==> config.mk <==
export PLATFORM = sky130hd
export DESIGN_NAME = enc_8_3_evt
export DESIGN_NICKNAME = d
export VERILOG_FILES = /design/src/rtl/enc_8_3_evt.sv
export SDC_FILE = /design/constraint.sdc
export NUM_CORES = 1
export LEC_CHECK = 0
export ABC_AREA = 1
export BUFFER_PORTS_ARGS = -buffer_cell sky130_fd_sc_hd__clkbuf_2
export CORE_MARGIN = 2
export CORE_UTILIZATION = 60
export CTS_BUF_LIST = sky130_fd_sc_hd__clkbuf_4 sky130_fd_sc_hd__clkbuf_8
export DETAILED_ROUTE_END_ITERATION = 6
export PLACE_DENSITY = 0.94
export SLEW_MARGIN = 5
export SYNTH_ARGS = -nofsm -noshare
export SYNTH_HDL_FRONTEND = slang
export SYNTH_SLANG_ARGS = --single-unit
==> constraint.sdc <==
create_clock -name clk -period 3 [get_ports clk]
set_input_delay 0.3 -clock clk [delete_from_list [all_inputs] [get_ports clk]]
set_output_delay 0.3 -clock clk [all_outputs]
set_load 0.02 [all_outputs]
==> src/rtl/enc_8_3_evt.sv <==
// enc_8_3_evt: captures active-low falling-edge events and drains them as a priority-encoded valid/ready index stream
module enc_8_3_evt #(
    parameter int SYNC_STAGES = 2
) (
    input  logic       clk,
    input  logic       rst,
    input  logic       enable,
    input  logic [7:0] req_n,
    output logic [2:0] code,
    output logic       valid,
    input  logic       ready,
    output logic       lost,
    output logic [2:0] lost_idx,
    output logic       busy
);
    logic [7:0] s, prev, pending, fall, ld_mask, lost_vec, pending_next;
    logic       load;

    function automatic logic [2:0] lowest(input logic [7:0] v);
        lowest = 3'd0;
        for (int i = 7; i >= 0; i--)
            if (v[i]) lowest = 3'(i);
    endfunction

    generate
        if (SYNC_STAGES == 0) begin : g_nosync
            assign s = req_n;
        end else begin : g_sync
            logic [7:0] chain [SYNC_STAGES];
            always_ff @(posedge clk) begin
                if (rst) begin
                    for (int i = 0; i < SYNC_STAGES; i++) chain[i] <= 8'hFF;
                end else begin
                    chain[0] <= req_n;
                    for (int i = 1; i < SYNC_STAGES; i++) chain[i] <= chain[i-1];
                end
            end
            assign s = chain[SYNC_STAGES-1];
        end
    endgenerate

    // A bit being loaded this edge may be re-captured without counting as lost.
    always_comb begin
        fall         = enable ? 8'h00 : (prev & ~s);
        load         = (!valid || ready) && (pending != 8'h00);
        ld_mask      = load ? (8'd1 << lowest(pending)) : 8'h00;
        lost_vec     = fall & pending & ~ld_mask;
        pending_next = (pending & ~ld_mask) | (fall & (~pending | ld_mask));
    end

    always_ff @(posedge clk) begin
        if (rst) begin
            prev     <= 8'hFF;
            pending  <= 8'h00;
            valid    <= 1'b0;
            code     <= 3'd0;
            lost     <= 1'b0;
            lost_idx <= 3'd0;
        end else begin
            prev     <= s;
            pending  <= pending_next;
            lost     <= |lost_vec;
            lost_idx <= lowest(lost_vec);
            if (load) begin
                valid <= 1'b1;
                code  <= lowest(pending);
            end else if (ready) begin
                valid <= 1'b0;
            end
        end
    end

    assign busy = (pending != 8'h00) | valid;
endmodule

; ---- Word-level counts from Yosys, hierarchy flattened
; Memory sizes are Yosys's and may differ from the RTL's.
; Cells that the tools add are included.
[classes]
n_addsub = 0
n_mul = 0
n_div = 0
order_cmp = 0
n_eq_ne = 0
shift = 1
mux = 24
bitwise_logic = 13
reduce_logical = 9
[ops]
columns = cell, n
row1 = AND 8 bit, 5
row2 = two-way mux 3 bit, 12
row3 = two-way mux 8 bit, 4
row4 = inverter 8 bit, 3
row5 = OR 8 bit, 2
row6 = nonzero test 8 bit, 1
row7 = OR reduction 8 bit, 1
row8 = "left shift 1 x 3 -> 8 bit, first input constant", 1
row9 = two-way mux 1 bit, 6
row10 = OR reduction 5 bit, 1
row11 = two-way mux 2 bit, 2
row12 = OR 1 bit, 3
row13 = OR reduction 3 bit, 1
row14 = nonzero test 2 bit, 1
row15 = OR reduction 2 bit, 1
row16 = logical AND 1 bit, 1
row17 = logical NOT 1 bit, 1
row18 = logical OR 1 bit, 1
[word_totals]
register_bits = 24
latchBits = 0
ram_bits = 16
romBits = 0
output_inout_bits = 9
wordCells = 56
mem_count = 1
[memory_table]
columns = name, depth, word_bits, read_ports, rd_clocked_by_memory_dff, wr, line
row1 = g_sync.chain, 2, 8, 2, 0, 2, 29  ; logic [7:0] chain [SYNC_STAGES];

; ---- Depth between registers and ports, before layout
; Gate-level depths: netlist of the first run.
[depth]
depth_word = 19
depth_mapped = 15
ltp_nobuf = 15

; ---- Least setup slack after synthesis of the first run
; Ideal clock, no wire load.
[synth_path]
path_kind = reg2reg
start = reg valid
end = reg lost
setup_time_ns = 0.132
arrival_time_ns = 1.252
setup_slack_ns = 1.616
path_stages_with_launch = 9
path_buffers = 0
synth_period_minus_slack_ns = 1.384
cell_sequence = dfxtp_1 -> nand2_1 -> inv_1 -> a21oi_1 -> a31oi_1 -> a21oi_2 -> nand2_1 -> nor2_1 -> a21oi_1
[synth_via]
elab_chain_len = 7
[synth_lines]
columns = item, line
row1 = "start, declared", 10  ; output logic valid,
row2 = "start signal, assigned", 55  ; valid <= 1'b0;
row3 = "start signal, assigned", 65  ; valid <= 1'b1;
row4 = "start signal, assigned", 68  ; valid <= 1'b0;
row5 = logical NOT 1 bit, 45  ; load = (!valid || ready) && (pending != 8'h00);
row6 = logical OR 1 bit, 45
row7 = logical AND 1 bit, 45
row8 = two-way mux 8 bit, 46  ; ld_mask = load ? (8'd1 << lowest(pending)) : 8'h00;
row9 = inverter 8 bit, 47  ; lost_vec = fall & pending & ~ld_mask;
row10 = AND 8 bit, 47
row11 = OR reduction 8 bit, 62  ; lost <= |lost_vec;
row12 = "end signal, assigned", 62
row13 = "end, declared", 12  ; output logic lost,
; Every way passes these cells.
; A chain may end at the register's enable or synchronous reset.

; ---- Worst setup path in the final report of the first run
[layout_path]
start = reg pending[2]
end = out busy
[layout_via]
elab_chain_len = 2
[layout_lines]
columns = item, line
row1 = "start, declared", 16  ; logic [7:0] s, prev, pending, fall, ld_mask, lost_vec, pending_next;
row2 = "start signal, assigned", 61  ; pending <= pending_next;
row3 = nonzero test 8 bit, 73  ; assign busy = (pending != 8'h00) | valid;
row4 = OR 1 bit, 73
row5 = "end, declared", 14  ; output logic busy
; Every way passes these cells.

==> flow_summary.toml, run 1 <==
[global_routing]
globalRoute.totalOverflow = 0
grt.total_usage_pct = 19.8
grt_max_degree = 30
antenna_found_initial = 0
grt_pass1_wl_um = 3970
first_global_vias = 1099

[cts]
cts_setup_buffers = 0
cts_tree = "yes"
cts.path.max_buffers = 2
cts_buffers = 5
cts.htree.levels = 2
post_cts_hold_buffer_count = 0
cts_num_sinks = 40
post_cts_resized = 0
clock_insertion_delay_at_the_later_pin_of_the_skew_report_ps = 340
clockRootBuffer = "clkbuf_4"
path_clk_slew_ps = 120

[sta]
min_period_over_period_pct = 58.5
max-slew-margin-rel_pct = 67.9
rsz0062_at_grt = "false"
report.final.hold_viol_count = 0
timing.clock.skew_ps = 3.16
period_minus_slack_ps = 1750
timing.setup.tns_ps = 0
slew_viol_final = 0
finalSetupViolCount = 0
tightest_slew_ps = 482
hold_slack_ps = 129
fmaxAchievable_mhz = 570

[power]
power.clock.fraction_pct = 28.9
comb_power_share_pct = 11.8
p_seq_share_pct = 59.3
power_per_cell_area_nw_per_um2 = 571
power.share.switching_pct = 26.9
power.leakage_nw = 0.804
p_sw_uw = 257
internal_power_uw = 697
ir_worst_vdd_uv = 430

[status]
status = "complete, no violations"

[route]
route.detailed.drc = 0
routed_wire_length_per_instance_um = 10.5
vias = 1172
via_count_normalized_by_instance_count = 4.82
detailed_router_iteration_count_before_antenna_repair = 4
postRouteWirelength_um = 2540
ant_nets = 0
drt_first_iter_violations = 23

[job]
max_cap_viol_count = 0

[finish]
diodes_inserted = 0
final_net_count = 224
fillers = 188
layout-drive-gt1-share_pct = 24.9
multi_input_combinational_cell_area_um2 = 567
synthToLayoutAreaGrowth_pct = 12.6
area.sequential_um2 = 801

[synth]
netlist_area_pre_place_um2 = 1480
syn_avg_cell_area_um2 = 7.89
ys.warnings.count = 0
ys_ff_latch = 40
synthCells = 188
syn-num-nets = 200
ys_seq_area_share_pct = 54.0
synth.distinct_cells = 19

[floorplan]
std_cell_rows = 18
design.die.area_um2 = 2890
die_y_um = 53.7
die-width_um = 53.7
placeableCoreArea_um2 = 2410
io_pins = 21
initial_utilization_pct = 61.6

[placed_design]
hpwl_dp_um = 1850
port_buffer_count = 20
gp_congestion = 0.872

[worst_setup_path]
worstSetupEndpointType = "primary output"
r2r_setup_slack_ps = 1420
timing.critical_path.from_type = "flop"
worstSetupPathType = "flop to primary output"
crit_path_required_time_ps = 2700
worstPathArrival_ps = 1450
path_max_fanout = 4

[hold_path]
worst_hold_class = "input port to flop"
-- cell families after synthesis --
logic type	synth area share, %
AND/OR/NAND/NOR	30.4
AO/OA/AOI/OAI	7.76
buffers and inverters	7.84
flip-flops	54.0
-- layout by cell type, fill, tap and decap left out, drive strengths merged --
cell type and instances:
nand2 44, dfxtp 40, inv 27, clkbuf 26
nor2 19, or2 16, a21oi 16, nand3 13
o21ai 5, nand4 2, clkinv 2, a31oi 1
nor3 1, clkinvlp 1
-- per-layer routing --
metal  track usage (%)  part of all wire [%]
met1              18.8                    42
met2              36.6                    51
met3              7.50                   5.1
met4              9.83                   1.7
met5                 0                     0
-- flip-flops by register name, summed over array words and instances, names as in the netlist --
name and cells:
lost 1, pending 8, prev 8, lost_idx 3
g_sync.chain 16, valid 1, code 3
-- synthesized netlist by cell type, drive strengths merged --
library cell / n / area, um2
nand3: 13 / 75.1
inv: 27 / 101
clkinv: 1 / 3.75
dfxtp: 40 / 801
nor3: 1 / 5.00
nand4: 2 / 12.5
nand2: 44 / 170
nor2: 19 / 88.8
or2: 16 / 100
a21oi: 16 / 83.8
clkbuf: 3 / 11.3
o21ai: 5 / 25.0
a31oi: 1 / 6.26
-- worst max-delay path, stage by stage, from the launching register on --
cell and delay [ps]:
dfxtp_1 360, nor2_2 190, nand2_1 80, nor2_1 240
nand2_1 80, clkbuf_2 160
-- power by group through the flow --
stage	clock network (mW)	logic, mW	registers, mW
after floorplan	0	0.0725	0.586
after global placement	0	0.109	0.577
after detailed placement	0	0.112	0.578
after CTS	0.283	0.113	0.566
after global routing	0.302	0.126	0.569
final	0.276	0.112	0.566
-- layout make-up --
| cell class | instances | share of cell area (%) |
|---|---|---|
| Clock buffer | 6 | 2.69 |
| Sequential cell | 40 | 47.9 |
| Clock inverter | 2 | 0.973 |
| Tap cell | 30 | 2.25 |
| Timing Repair Buffer | 20 | 5.99 |
| Inverter | 28 | 6.29 |
| Multi-Input combinational cell | 117 | 33.9 |
-- path summary, 6_finish.rpt --
kind,startpoint,end,depth (start not counted)
max reg2reg,pending[6],lost,13
min,req_n[2],g_sync.chain[0][2],2
max,pending[2],busy,5
min reg2reg,g_sync.chain[0][0],g_sync.chain[0][8],1
-- per-stage QoR --
| step | std cells | power (mW) | setup slack (ps) | cell area (um2) | utilization (%) |
|---|---|---|---|---|---|
| floorplan | 188 | 0.659 | 1620 | 1480 | - |
| global placement | 235 | 0.685 | 1520 | 1610 | 66.8 |
| detailed placement | 235 | 0.690 | 1470 | 1610 | 66.8 |
| CTS | 243 | 0.962 | 1250 | 1670 | 69.4 |
| global route | 243 | 0.997 | 1160 | 1670 | 69.4 |
| finish | 243 | 0.954 | 1250 | 1670 | 69.4 |
Power figures use the tool's default switching activity.
==> run 2: changes to the inputs <==
--- a/config.mk
+++ b/config.mk
@@ -8,10 +8,10 @@
 export ABC_AREA = 1
 export BUFFER_PORTS_ARGS = -buffer_cell sky130_fd_sc_hd__clkbuf_2
 export CORE_MARGIN = 2
-export CORE_UTILIZATION = 60
+export CORE_UTILIZATION = 58
 export CTS_BUF_LIST = sky130_fd_sc_hd__clkbuf_4 sky130_fd_sc_hd__clkbuf_8
 export DETAILED_ROUTE_END_ITERATION = 6
-export PLACE_DENSITY = 0.94
+export PLACE_DENSITY = 0.92
 export SLEW_MARGIN = 5
 export SYNTH_ARGS = -nofsm -noshare
 export SYNTH_HDL_FRONTEND = slang
==> constraint.sdc (replaced) <==
create_clock -name clk -period 1.7 [get_ports clk]
set_input_delay 0.17 -clock clk [delete_from_list [all_inputs] [get_ports clk]]
set_output_delay 0.17 -clock clk [all_outputs]
set_load 0.02 [all_outputs]
==> run 2 against run 1 <==
Via count up 4.4%. Cell count up 3.3%. Hold slack got worse by 110 ps. Setup slack got worse by 1100 ps. Clock skew increased by 6.0 ps. Count of clock-buffer cells in the layout is 1 lower. Non-clock buffer count grew 8. Critical path depth unchanged.
==> flow_summary.toml, run 2 (synthesized netlist as in run 1, its figures left out) <==
[cts]
path_clk_slew_ps = 120
clockRootBuffer = "clkbuf_4"
cts.path.max_buffers = 2
cts_tree = "yes"
clock_insertion_delay_at_the_later_pin_of_the_skew_report_ps = 340
cts_buffers = 5
cts_num_sinks = 40
cts.htree.levels = 2

[power]
ir_worst_vdd_uv = 882
power_per_cell_area_nw_per_um2 = 957
power.leakage_nw = 0.843

[floorplan]
design.die.area_um2 = 2980
io_pins = 21
std_cell_rows = 18
die_y_um = 54.6
placeableCoreArea_um2 = 2450
initial_utilization_pct = 60.4
die-width_um = 54.6

[sta]
period_minus_slack_ps = 1530
tightest_slew_ps = 307
timing.setup.tns_ps = 0
fin_ws_ps = 169
rsz0062_at_grt = "false"
hold_slack_ps = 15.5
timing.clock.skew_ps = 9.19
min_period_over_period_pct = 90.1
finalSetupViolCount = 0
slew_viol_final = 0
fmaxAchievable_mhz = 653
report.final.hold_viol_count = 0
max-slew-margin-rel_pct = 79.5

[finish]
diodes_inserted = 0
final_net_count = 232
largest_register_ffs = 16
reg_top3 = "g_sync.chain x16, pending x8, prev x8"
synthToLayoutAreaGrowth_pct = 18.0
final_cell_mix = "42 x nand2_1, 39 x dfxtp_1, 26 x inv_1, 20 x clkbuf_2, 16 x or2_2"
fillers = 217
layout_commonest_cell = "nand2_1"
regMostFlops = "g_sync.chain"
layout-drive-gt1-share_pct = 25.8

[placed_design]
hpwl_dp_um = 1980
port_buffer_count = 20
gp_congestion = 0.890
minimum_setup_slack_after_placement_ps = 198

[global_routing]
first_global_vias = 1145
globalRoute.totalOverflow = 0
grt.total_usage_pct = 21.6
grt_max_degree = 20
antenna_found_initial = 0
grt_pass1_wl_um = 4490

[route]
dr.max_layer_used = "met4"
route.layer.met1.wl_um = 1100
drt_first_iter_violations = 15
ant_nets = 0
routed_wire_length_per_instance_um = 10.4
via_count_normalized_by_instance_count = 4.88
met2WireLength_um = 1380
vias = 1224
routed-wl-met3_um = 105
route.detailed.drc = 0
detailed_router_iteration_count_before_antenna_repair = 4
postRouteWirelength_um = 2610

[job]
max_cap_viol_count = 0

[worst_setup_path]
worstPathArrival_ps = 1360
cp-startpoint = "pending[3]"
rr_startpoint = "valid"
crit_path_required_time_ps = 1530
worstSetupEndpointType = "primary output"
worstSetupPathType = "flop to primary output"
timing.critical_path.from_type = "flop"
path_max_fanout = 4

[hold_path]
min-delay-start = "req_n[6]"
worst_hold_class = "input port to flop"

[status]
status = "complete, no violations"
-- run 2: cell type report --
type / count / area [um2] / area share [%]
Tap cell: 30 / 37.5 / 2.14
Clock inverter: 3 / 18.8 / 1.07
Multi-Input combinational cell: 117 / 572 / 32.7
Clock buffer: 5 / 37.5 / 2.14
Inverter: 28 / 105 / 6.00
Timing Repair Buffer: 28 / 178 / 10.2
Sequential cell: 40 / 802 / 45.8
-- run 2: repair_timing --
action,4_1_cts,5_1_grt
buffers inserted,0,0
hold buffers,3,4
setup endpoints to repair,0,3
gates resized for setup,0,3
endpoints found under the hold margin,3,4
-- run 2: worst paths after layout --
kind / endpoint / slack, ps / cells past startpoint
worst min-delay path: g_sync.chain[0][6] / 20 / 2
worst min register to register: g_sync.chain[0][15] / 420 / 1
worst max-delay path: busy / 170 / 5
worst max register to register: lost / 190 / 8
-- run 2: power by group --
part,total [mW],switching (mW),internal (mW)
clock network,0.462,0.303,0.159
logic,0.216,0.133,0.0826
registers,0.998,0.0174,0.981
total,1.68,0.454,1.22
-- run 2: through the flow --
stage / cell area (um2) / instances / total power [mW] / util (%)
after floorplan: 1480 / 188 / 1.16 / -
after global placement: 1620 / 236 / 1.21 / 65.9
after detailed placement: 1620 / 236 / 1.22 / 65.9
after CTS: 1700 / 247 / 1.68 / 69.4
after global routing: 1750 / 251 / 1.77 / 71.3
final: 1750 / 251 / 1.68 / 71.3
-- run 2: critical path, cell delays in order, from the launching register on --
cell and delay [ps]:
dfxtp_1 340, nor2_2 180, nand2_1 90, nor2_2 170
nand2_1 80, clkbuf_2 160
-- run 2: metal layers --
| metal | track usage (%) | vias to the layer above |
|---|---|---|
| met5 | 0 | - |
| met4 | 7.50 | 0 |
| met3 | 6.56 | 3 |
| met2 | 37.1 | 26 |
| met1 | 25.2 | 556 |
| li1 | - | 639 |
